**config.mk**
```make
export PLATFORM = sky130hd
export DESIGN_NAME = tile_writer
export DESIGN_NICKNAME = d
export VERILOG_FILES = /design/src/rtl/gemm_pkg.sv /design/src/rtl/tile_addr_gen.sv /design/src/rtl/tile_writer.sv
export SDC_FILE = /design/constraint.sdc
export NUM_CORES = 2
export LEC_CHECK = 0
export CELL_PAD_IN_SITES_DETAIL_PLACEMENT = 1
export CELL_PAD_IN_SITES_GLOBAL_PLACEMENT = 1
export CORE_MARGIN = 4
export CORE_UTILIZATION = 42
export DETAILED_ROUTE_END_ITERATION = 7
export GPL_ROUTABILITY_DRIVEN = 0
export GPL_TIMING_DRIVEN = 0
export HOLD_SLACK_MARGIN = 0.02
export PLACE_DENSITY_LB_ADDON = 0.1
export SLEW_MARGIN = 40
export SYNTH_ARGS = -nofsm -noshare
export SYNTH_HDL_FRONTEND = slang
export SYNTH_SLANG_ARGS = --single-unit
```
**constraint.sdc**
```tcl
create_clock -name clk_i -period 3.28 [get_ports clk_i]
set_input_delay 0.82 -clock clk_i [delete_from_list [all_inputs] [get_ports clk_i]]
set_output_delay 0.82 -clock clk_i [all_outputs]
set_load 0.02 [all_outputs]
```
**src/rtl/gemm_pkg.sv**
```systemverilog
// Shared GEMM constants, tile_writer state encoding and tile types.
// Imported by the tile writer, its address generator and the matrix reader side.
package gemm_pkg;

    localparam int SQ_DIM         = 4;
    localparam int OUT_DATA_WIDTH = 32;
    localparam int ADDR_WIDTH     = 16;
    localparam int GEOM_WIDTH     = 16;

    typedef enum logic [1:0] {
        TW_IDLE  = 2'd0,
        TW_WRITE = 2'd1,
        TW_DONE  = 2'd2
    } tw_state_t;

    typedef logic signed [SQ_DIM-1:0][SQ_DIM-1:0][OUT_DATA_WIDTH-1:0] out_tile_t;

    // Linear address of tile element [0][0]; callers truncate to their address width.
    function automatic logic [31:0] tile_start_addr(
        input logic [31:0]           base,
        input logic [GEOM_WIDTH-1:0] row,
        input logic [GEOM_WIDTH-1:0] cols,
        input logic [GEOM_WIDTH-1:0] col
    );
        return base + (32'(row) * 32'(cols)) + 32'(col);
    endfunction

endpackage

```
**src/rtl/tile_addr_gen.sv**
```systemverilog
// Row/column counter with a row-stride address accumulator for walking a
// sqDim x sqDim tile row-major; loaded on start, stepped on advance.
module tile_addr_gen
    import gemm_pkg::*;
#(
    parameter int AddrWidth = ADDR_WIDTH,
    parameter int sqDim     = SQ_DIM,
    parameter int IdxWidth  = (sqDim > 1) ? $clog2(sqDim) : 1
) (
    input  logic                  clk_i,
    input  logic                  rst_ni,
    input  logic                  start_i,
    input  logic [AddrWidth-1:0]  start_addr_i,
    input  logic [GEOM_WIDTH-1:0] stride_i,
    input  logic                  advance_i,
    output logic [AddrWidth-1:0]  addr_o,
    output logic [IdxWidth-1:0]   row_o,
    output logic [IdxWidth-1:0]   col_o,
    output logic                  last_o
);

    localparam logic [IdxWidth-1:0] LastIdx = IdxWidth'(sqDim - 1);

    logic [IdxWidth-1:0]   row_reg;
    logic [IdxWidth-1:0]   col_reg;
    logic [AddrWidth-1:0]  row_addr_reg;
    logic [GEOM_WIDTH-1:0] stride_reg;
    logic                  last_col;

    assign last_col = (col_reg == LastIdx);

    always_ff @(posedge clk_i or negedge rst_ni) begin
        if (!rst_ni) begin
            row_reg      <= '0;
            col_reg      <= '0;
            row_addr_reg <= '0;
            stride_reg   <= '0;
        end else if (start_i) begin
            row_reg      <= '0;
            col_reg      <= '0;
            row_addr_reg <= start_addr_i;
            stride_reg   <= stride_i;
        end else if (advance_i) begin
            if (last_col) begin
                col_reg      <= '0;
                row_reg      <= row_reg + 1'b1;
                // Sum at 32 bits so the truncation wraps modulo 2^AddrWidth.
                row_addr_reg <= AddrWidth'(32'(row_addr_reg) + 32'(stride_reg));
            end else begin
                col_reg <= col_reg + 1'b1;
            end
        end
    end

    assign addr_o = AddrWidth'(32'(row_addr_reg) + 32'(col_reg));
    assign row_o  = row_reg;
    assign col_o  = col_reg;
    assign last_o = last_col && (row_reg == LastIdx);

endmodule

```
**src/rtl/tile_writer.sv**
```systemverilog
// Streams one latched sqDim x sqDim result tile into row-major memory C,
// one element per accepted write, honouring memory back-pressure.
module tile_writer
    import gemm_pkg::*;
#(
    parameter int AddrWidth    = ADDR_WIDTH,
    parameter int OutDataWidth = OUT_DATA_WIDTH,
    parameter int sqDim        = SQ_DIM
) (
    input  logic                                              clk_i,
    input  logic                                              rst_ni,
    input  logic                                              start_i,
    input  logic [AddrWidth-1:0]                              base_addr_i,
    input  logic [GEOM_WIDTH-1:0]                             matrix_cols_i,
    input  logic [GEOM_WIDTH-1:0]                             start_row_i,
    input  logic [GEOM_WIDTH-1:0]                             start_col_i,
    input  logic signed [sqDim-1:0][sqDim-1:0][OutDataWidth-1:0] tile_i,
    output logic                                              busy_o,
    output logic                                              done_o,
    output logic [AddrWidth-1:0]                              mem_addr_o,
    output logic [OutDataWidth-1:0]                           mem_wr_data_o,
    output logic                                              mem_we_o,
    input  logic                                              mem_ready_i
);

    localparam int IdxWidth = (sqDim > 1) ? $clog2(sqDim) : 1;

    tw_state_t state_reg;
    logic      busy_reg;
    logic      done_reg;
    logic signed [sqDim-1:0][sqDim-1:0][OutDataWidth-1:0] tile_reg;

    logic                 launch;
    logic                 accept;
    logic [AddrWidth-1:0] gen_addr;
    logic [IdxWidth-1:0]  gen_row;
    logic [IdxWidth-1:0]  gen_col;
    logic                 gen_last;

    assign launch = (state_reg == TW_IDLE) && start_i;
    assign accept = busy_reg && mem_ready_i;

    tile_addr_gen #(
        .AddrWidth (AddrWidth),
        .sqDim     (sqDim),
        .IdxWidth  (IdxWidth)
    ) u_addr_gen (
        .clk_i        (clk_i),
        .rst_ni       (rst_ni),
        .start_i      (launch),
        .start_addr_i (AddrWidth'(tile_start_addr(32'(base_addr_i), start_row_i,
                                                  matrix_cols_i, start_col_i))),
        .stride_i     (matrix_cols_i),
        .advance_i    (accept),
        .addr_o       (gen_addr),
        .row_o        (gen_row),
        .col_o        (gen_col),
        .last_o       (gen_last)
    );

    always_ff @(posedge clk_i or negedge rst_ni) begin
        if (!rst_ni) begin
            state_reg <= TW_IDLE;
            busy_reg  <= 1'b0;
            done_reg  <= 1'b0;
            tile_reg  <= '0;
        end else begin
            case (state_reg)
                TW_IDLE: begin
                    done_reg <= 1'b0;
                    if (start_i) begin
                        tile_reg  <= tile_i;
                        busy_reg  <= 1'b1;
                        state_reg <= TW_WRITE;
                    end
                end
                TW_WRITE: begin
                    if (accept && gen_last) begin
                        busy_reg  <= 1'b0;
                        done_reg  <= 1'b1;
                        state_reg <= TW_DONE;
                    end
                end
                TW_DONE: begin
                    done_reg  <= 1'b0;
                    state_reg <= TW_IDLE;
                end
                default: begin
                    busy_reg  <= 1'b0;
                    done_reg  <= 1'b0;
                    state_reg <= TW_IDLE;
                end
            endcase
        end
    end

    // busy_reg mirrors the WRITE state, so it gates the memory port directly.
    assign busy_o        = busy_reg;
    assign done_o        = done_reg;
    assign mem_we_o      = busy_reg;
    assign mem_addr_o    = busy_reg ? gen_addr : '0;
    assign mem_wr_data_o = busy_reg ? tile_reg[gen_row][gen_col] : '0;

endmodule

```
; After elaboration in Yosys (flattened, before gate mapping)
; Cells that the tools add are included.
[classes]
n_mul = 1
addsub = 6
bitwise_logic = 1
n_lt_le_gt_ge = 2
n_mux = 23
reduce_logical = 11
n_eq_ne = 6
[ops]
columns = cell, count
row1 = $bmux 128 s2, 1
row2 = $mux 128, 1
row3 = $bmux 32 s2, 1
row4 = $mux 16, 4
row5 = $mux 32, 2
row6 = $add 16x16->16, 3
row7 = $add 16x2->16, 1
row8 = $mul 16x16->16, 1
row9 = $mux 2, 8
row10 = $eq 2x2->1 const B, 3
row11 = $lt 2x3->1 const B, 2
row12 = $reduce_and 2->1, 3
row13 = $add 2x1->2 const B, 2
row14 = $logic_and 1x1->1, 4
row15 = $mux 1, 4
row16 = $ne 2x2->1 const B, 2
row17 = $pmux 2 s2, 1
row18 = $reduce_bool 2->1, 2
row19 = $pmux 1 s3, 1
row20 = $reduce_and 3->1, 1
row21 = $eq 2x1->1 const B, 1
row22 = $logic_not 2->1, 1
row23 = $not 1->1, 1
[totals]
input_bits = 580
word_cells = 73
ff_bits = 552
output_inout_bits = 51

; Logic depth before layout (Yosys ltp)
[depth]
ltp_word = 5
ltp_mapped = 22
depth_no_buf = 21

; Cells and area by module
; From an unflattened synthesis, not the netlist that was laid out.
[hier_totals]
cells_unflattened = 2157
hier_area_um2 = 30386.6
[modules_own_cells]
columns = mod, seq_area_each_um2, instances, area_each_um2, cells_per_inst
row1 = tile_writer, 12912.4, 1, 27888.0, 1900
row2 = tile_addr_gen, 900.9, 1, 2498.6, 257

; Worst setup path after synthesis
; OpenSTA, ideal clock, no wires.
[synth_timing]
path_type = input to register
startpoint = input port matrix_cols_i[1]
endpoint = register u_addr_gen.row_addr_reg[15]
setup_time_ps = 134
path_buffers = 1
arrival_ps = 5445
slack_ps = -2299
path_stages = 18
required_ps = 3146
path_cell_list = clkbuf_1 -> and2_1 -> fa_1 -> inv_1 -> fa_1 -> inv_1 -> fa_1 -> fa_1 -> fa_1 -> inv_1 -> fa_1 -> inv_1 -> ha_1 -> and3_1 -> a211oi_1 -> o2bb2ai_1 -> xnor2_1 -> mux2i_1
[synth_via]
elab_chain_cells = 4
[synth_lines]
columns = item, line_no
row1 = start: declaration, tile_writer.sv:14  ; input logic [GEOM_WIDTH-1:0] matrix_cols_i,
row2 = $mul 16x16->16, gemm_pkg.sv:25  ; return base + (32'(row) * 32'(cols)) + 32'(col);
row3 = $add 16x16->16 (2 in a row), gemm_pkg.sv:25
row4 = $mux 16, tile_addr_gen.sv:38  ; end else if (start_i) begin
row5 = end signal: assignment, tile_addr_gen.sv:41  ; row_addr_reg <= start_addr_i;
row6 = end signal: assignment, tile_addr_gen.sv:48  ; row_addr_reg <= AddrWidth'(32'(row_addr_reg) + 32'(stride_reg));
row7 = end: declaration, tile_addr_gen.sv:26  ; logic [AddrWidth-1:0] row_addr_reg;
; Every way passes these cells.
; A chain may end at the register's enable or synchronous reset.

; Worst setup path after layout
[layout_timing]
startpoint = input port matrix_cols_i[12]
endpoint = register u_addr_gen.row_addr_reg[15]
; The elaborated chain is that of the path after synthesis.

==> run metrics <==
period utilization 162%; synthesis-stage register bit count 552; global-route wire length before repair 169 mm; Worst Skew 38.3 ps; Netlist cell types 43; Via Count 21900; top_reg_cell synth dfrtp_1; PwrDens 1030 mW/mm2; worst relative slew slack 43.8%; largest net degree at the start of global routing 76; Worst setup SP type input port; FFs w/ async S/R, synth 100%; post-layout min period 5320 ps; final worst slack -2040 ps; root cell of the clock tree clkbuf_16; critical setup path kind in -> reg; most frequent cells after synthesis 552 x dfrtp_1, 527 x mux2_2, 179 x inv_1; Syn Area/Cell 14.0 um2; Final nets 3711; count leader, synth dfrtp_1; share of layout cells above drive strength 1 41.6%; Placeable Area 0.0715 mm2; EDFF count, synth 0; WP buf/inv 3; fin cells 4012; violations in the final reports negative setup slack; status finished with violations; area delta synth->final 40.4%; Initial DRC Count 1167; Crit path max-delay family adder cells; Routed wire per std cell 29.6 um; Avg Vias per Cell 5.45; Slew @ Worst Pin 842 ps; IO Pins 631; max reg flops 512; Req. time, crit path 3740 ps; top cells by area, synth dfrtp_1 46%, mux2_2 20%, mux4_2 12%; RSZ-0062 raised after global routing true; clock sink total 552; Total GRT Usage 30.1%; post-synth top area share 45.6%; Fill cells 6908; drc violations 0; maximum VDD drop 951 uV; die area 0.0765 mm2; Fmax achieved 0.188 GHz; width of the die 277 um; CP max stage cell fa_1; Reg2Reg Launch Point u_addr_gen.row_addr_reg[0]; placed cells 3748; Total Power 44.1 mW; R2R cell count 12; post-synthesis cell area 0.0303 mm2; CTS Buf Count 61; die height 277 um; CP arrival 5780 ps; reg2reg end u_addr_gen.row_addr_reg[14]; grt ovf 0; port bufs 627; CTS tree done; crit-path cells clkdlybuf4s15_1 -> nand2_1 -> fa_1 -> fa_1 -> inv_1 -> fa_1 -> fa_1 -> inv_2 -> fa_2 -> fa_2 -> xor2_2 -> xnor2_1 -> xnor2_1 -> xnor2_1 -> xnor2_1 -> xnor2_2 -> xnor2_2 -> mux2i_1; vias in the first global route 25000; Routed Antenna Nets 0; slowest stage delay, CP 570 ps; critical path peak fanout 5; Max Slew Vio Count 0; Final Instance Area 0.0426 mm2; cell taking the most area after synthesis dfrtp_1; setup violators final 50; initial antenna violation count 85; Initial Utilization 42.4%; Yosys Warn Count 0; Worst setup EP type flop; routed wire length 119 mm; CTS H-tree depth 2; Reg2Reg Setup Slack 370 ps; sequential share of the synthesized area 45.6%; HP Class in -> async; final hold viol count 0; Syn Inst Count 2163; DPL Wire Length 90.4 mm; placement row count 98; Clock transition at path regs 60 ps; syn nets 2923; TritonRoute pass-1 iters 5; Clock Latency Late Sink 640 ps; leakage dissipation 18.3 nW; DP Area 0.0383 mm2; Max-Cap Viols 0; number of buffers on the longest clock path 3
==> metrics by stage <==
step / util [%] / hold WS (ps) / TNS (ps) / worst slack, ps
floorplan: - / 466 / -16420 / -1980
global placement: 53.2 / 482 / - / -23300
detailed placement: 53.5 / 490 / -236810 / -3460
CTS: 58.1 / 132 / -31620 / -1990
global route: 59.5 / 167 / -35040 / -2140
finish: 59.5 / 149 / -31600 / -2040
==> metal layers <==
layer	GRT usage (%)	part of all wire [%]	vias up
met4	14.3	4.7	40
met5	0	0.23	-
li1	-	-	9237
met1	35.7	38	11600
met2	51.1	51	717
met3	8.07	6.6	268
==> cell usage in the layout, fill, tap and decap left out, types with 6 or more instances in the layout <==
cell type | Yosys | layout
buf_16 | 0 | 12
clkbuf_4 | 0 | 12
fa_2 | 0 | 16
and2_4 | 0 | 54
inv_1 | 179 | 146
xnor2_1 | 51 | 45
clkbuf_8 | 0 | 22
ha_4 | 0 | 20
or3_1 | 6 | 6
nor2_1 | 22 | 19
ha_1 | 70 | 47
and2_1 | 122 | 68
a211oi_1 | 11 | 10
buf_12 | 0 | 22
clkbuf_2 | 0 | 17
dfrtp_2 | 0 | 8
diode_2 | 0 | 60
nor3_1 | 14 | 11
mux4_2 | 160 | 160
nand3_1 | 13 | 9
mux2_2 | 527 | 527
inv_2 | 0 | 32
xor2_1 | 17 | 14
clkdlybuf4s50_1 | 0 | 547
buf_6 | 0 | 64
clkbuf_16 | 0 | 67
buf_2 | 63 | 61
buf_4 | 1 | 51
clkbuf_1 | 55 | 22
dlymetal6s2s_1 | 0 | 6
nand2_1 | 86 | 82
clkinv_2 | 0 | 14
a21o_1 | 6 | 6
dfrtp_1 | 552 | 544
fa_1 | 110 | 94
a21oi_1 | 25 | 16
a21oi_2 | 0 | 7
buf_8 | 0 | 22
o21ai_0 | 23 | 19
==> cell families (layout without fill, tap and decap cells) <==
kind of cell | count (synthesis) | count (layout) | synth area share, %
DFF | 552 | 552 | 45.6
AOI/OAI and AO/OA | 85 | 85 | 1.76
and+or+nand+nor | 283 | 283 | 4.88
muxes | 692 | 692 | 31.6
buffers and inverters | 303 | 1142 | 4.03
xor gates and xnor gates | 68 | 68 | 1.97
other | 0 | 60 | 0
adders and majority gates | 180 | 180 | 10.2
==> how the worst max path moves through the flow <==
stage                            startpoint                          end  slack (ps)  depth (start not counted)
after CTS                  matrix_cols_i[2]  u_addr_gen.row_addr_reg[15]       -1990                         20
after global placement               rst_ni                tile_reg[364]      -23300                          1
after global routing       matrix_cols_i[3]  u_addr_gen.row_addr_reg[15]       -2140                         20
final                     matrix_cols_i[12]  u_addr_gen.row_addr_reg[15]       -2040                         18
after floorplan            matrix_cols_i[1]  u_addr_gen.row_addr_reg[15]       -1980                         18
after detailed placement     start_row_i[1]  u_addr_gen.row_addr_reg[15]       -3460                         19
==> cell type report <==
type,count,area [um2],area share (%)
clock buffer,85,1770,4.15
multi-input combinational,1308,16000,37.6
antenna,60,150,0.353
clock inverter,29,332,0.779
timing repair buffer,730,7610,17.9
sequential,552,13800,32.5
tap,950,1190,2.79
inverter,179,674,1.58
buffer,119,998,2.35
==> where the power goes <==
part           total, mW  internal, mW  switching (mW)
Sequential          12.3          10.2            2.10
Clock               7.16          4.16            3.00
Combinational       24.6          13.6            11.0
==> worst reg2reg max path, stage by stage, from the launching register on <==
cell,delay [ps]
dfrtp_1,470
ha_1,280
inv_1,70
fa_1,430
nor2b_4,140
o21a_1,180
o21ai_2,80
a211oi_1,380
or2_1,220
o41ai_2,90
xnor2_1,130
a211oi_1,250
a21oi_1,70
==> timing repair <==
action,4_1_cts,5_1_grt
hold buffers,0,0
setup endpoints to repair,112,58
gates cloned,4,1
setup buffers,49,44
resized for setup,573,199
endpoints found under the hold margin,0,0
pin swaps,52,64
Note: power is estimated with default switching activity, not from simulation.
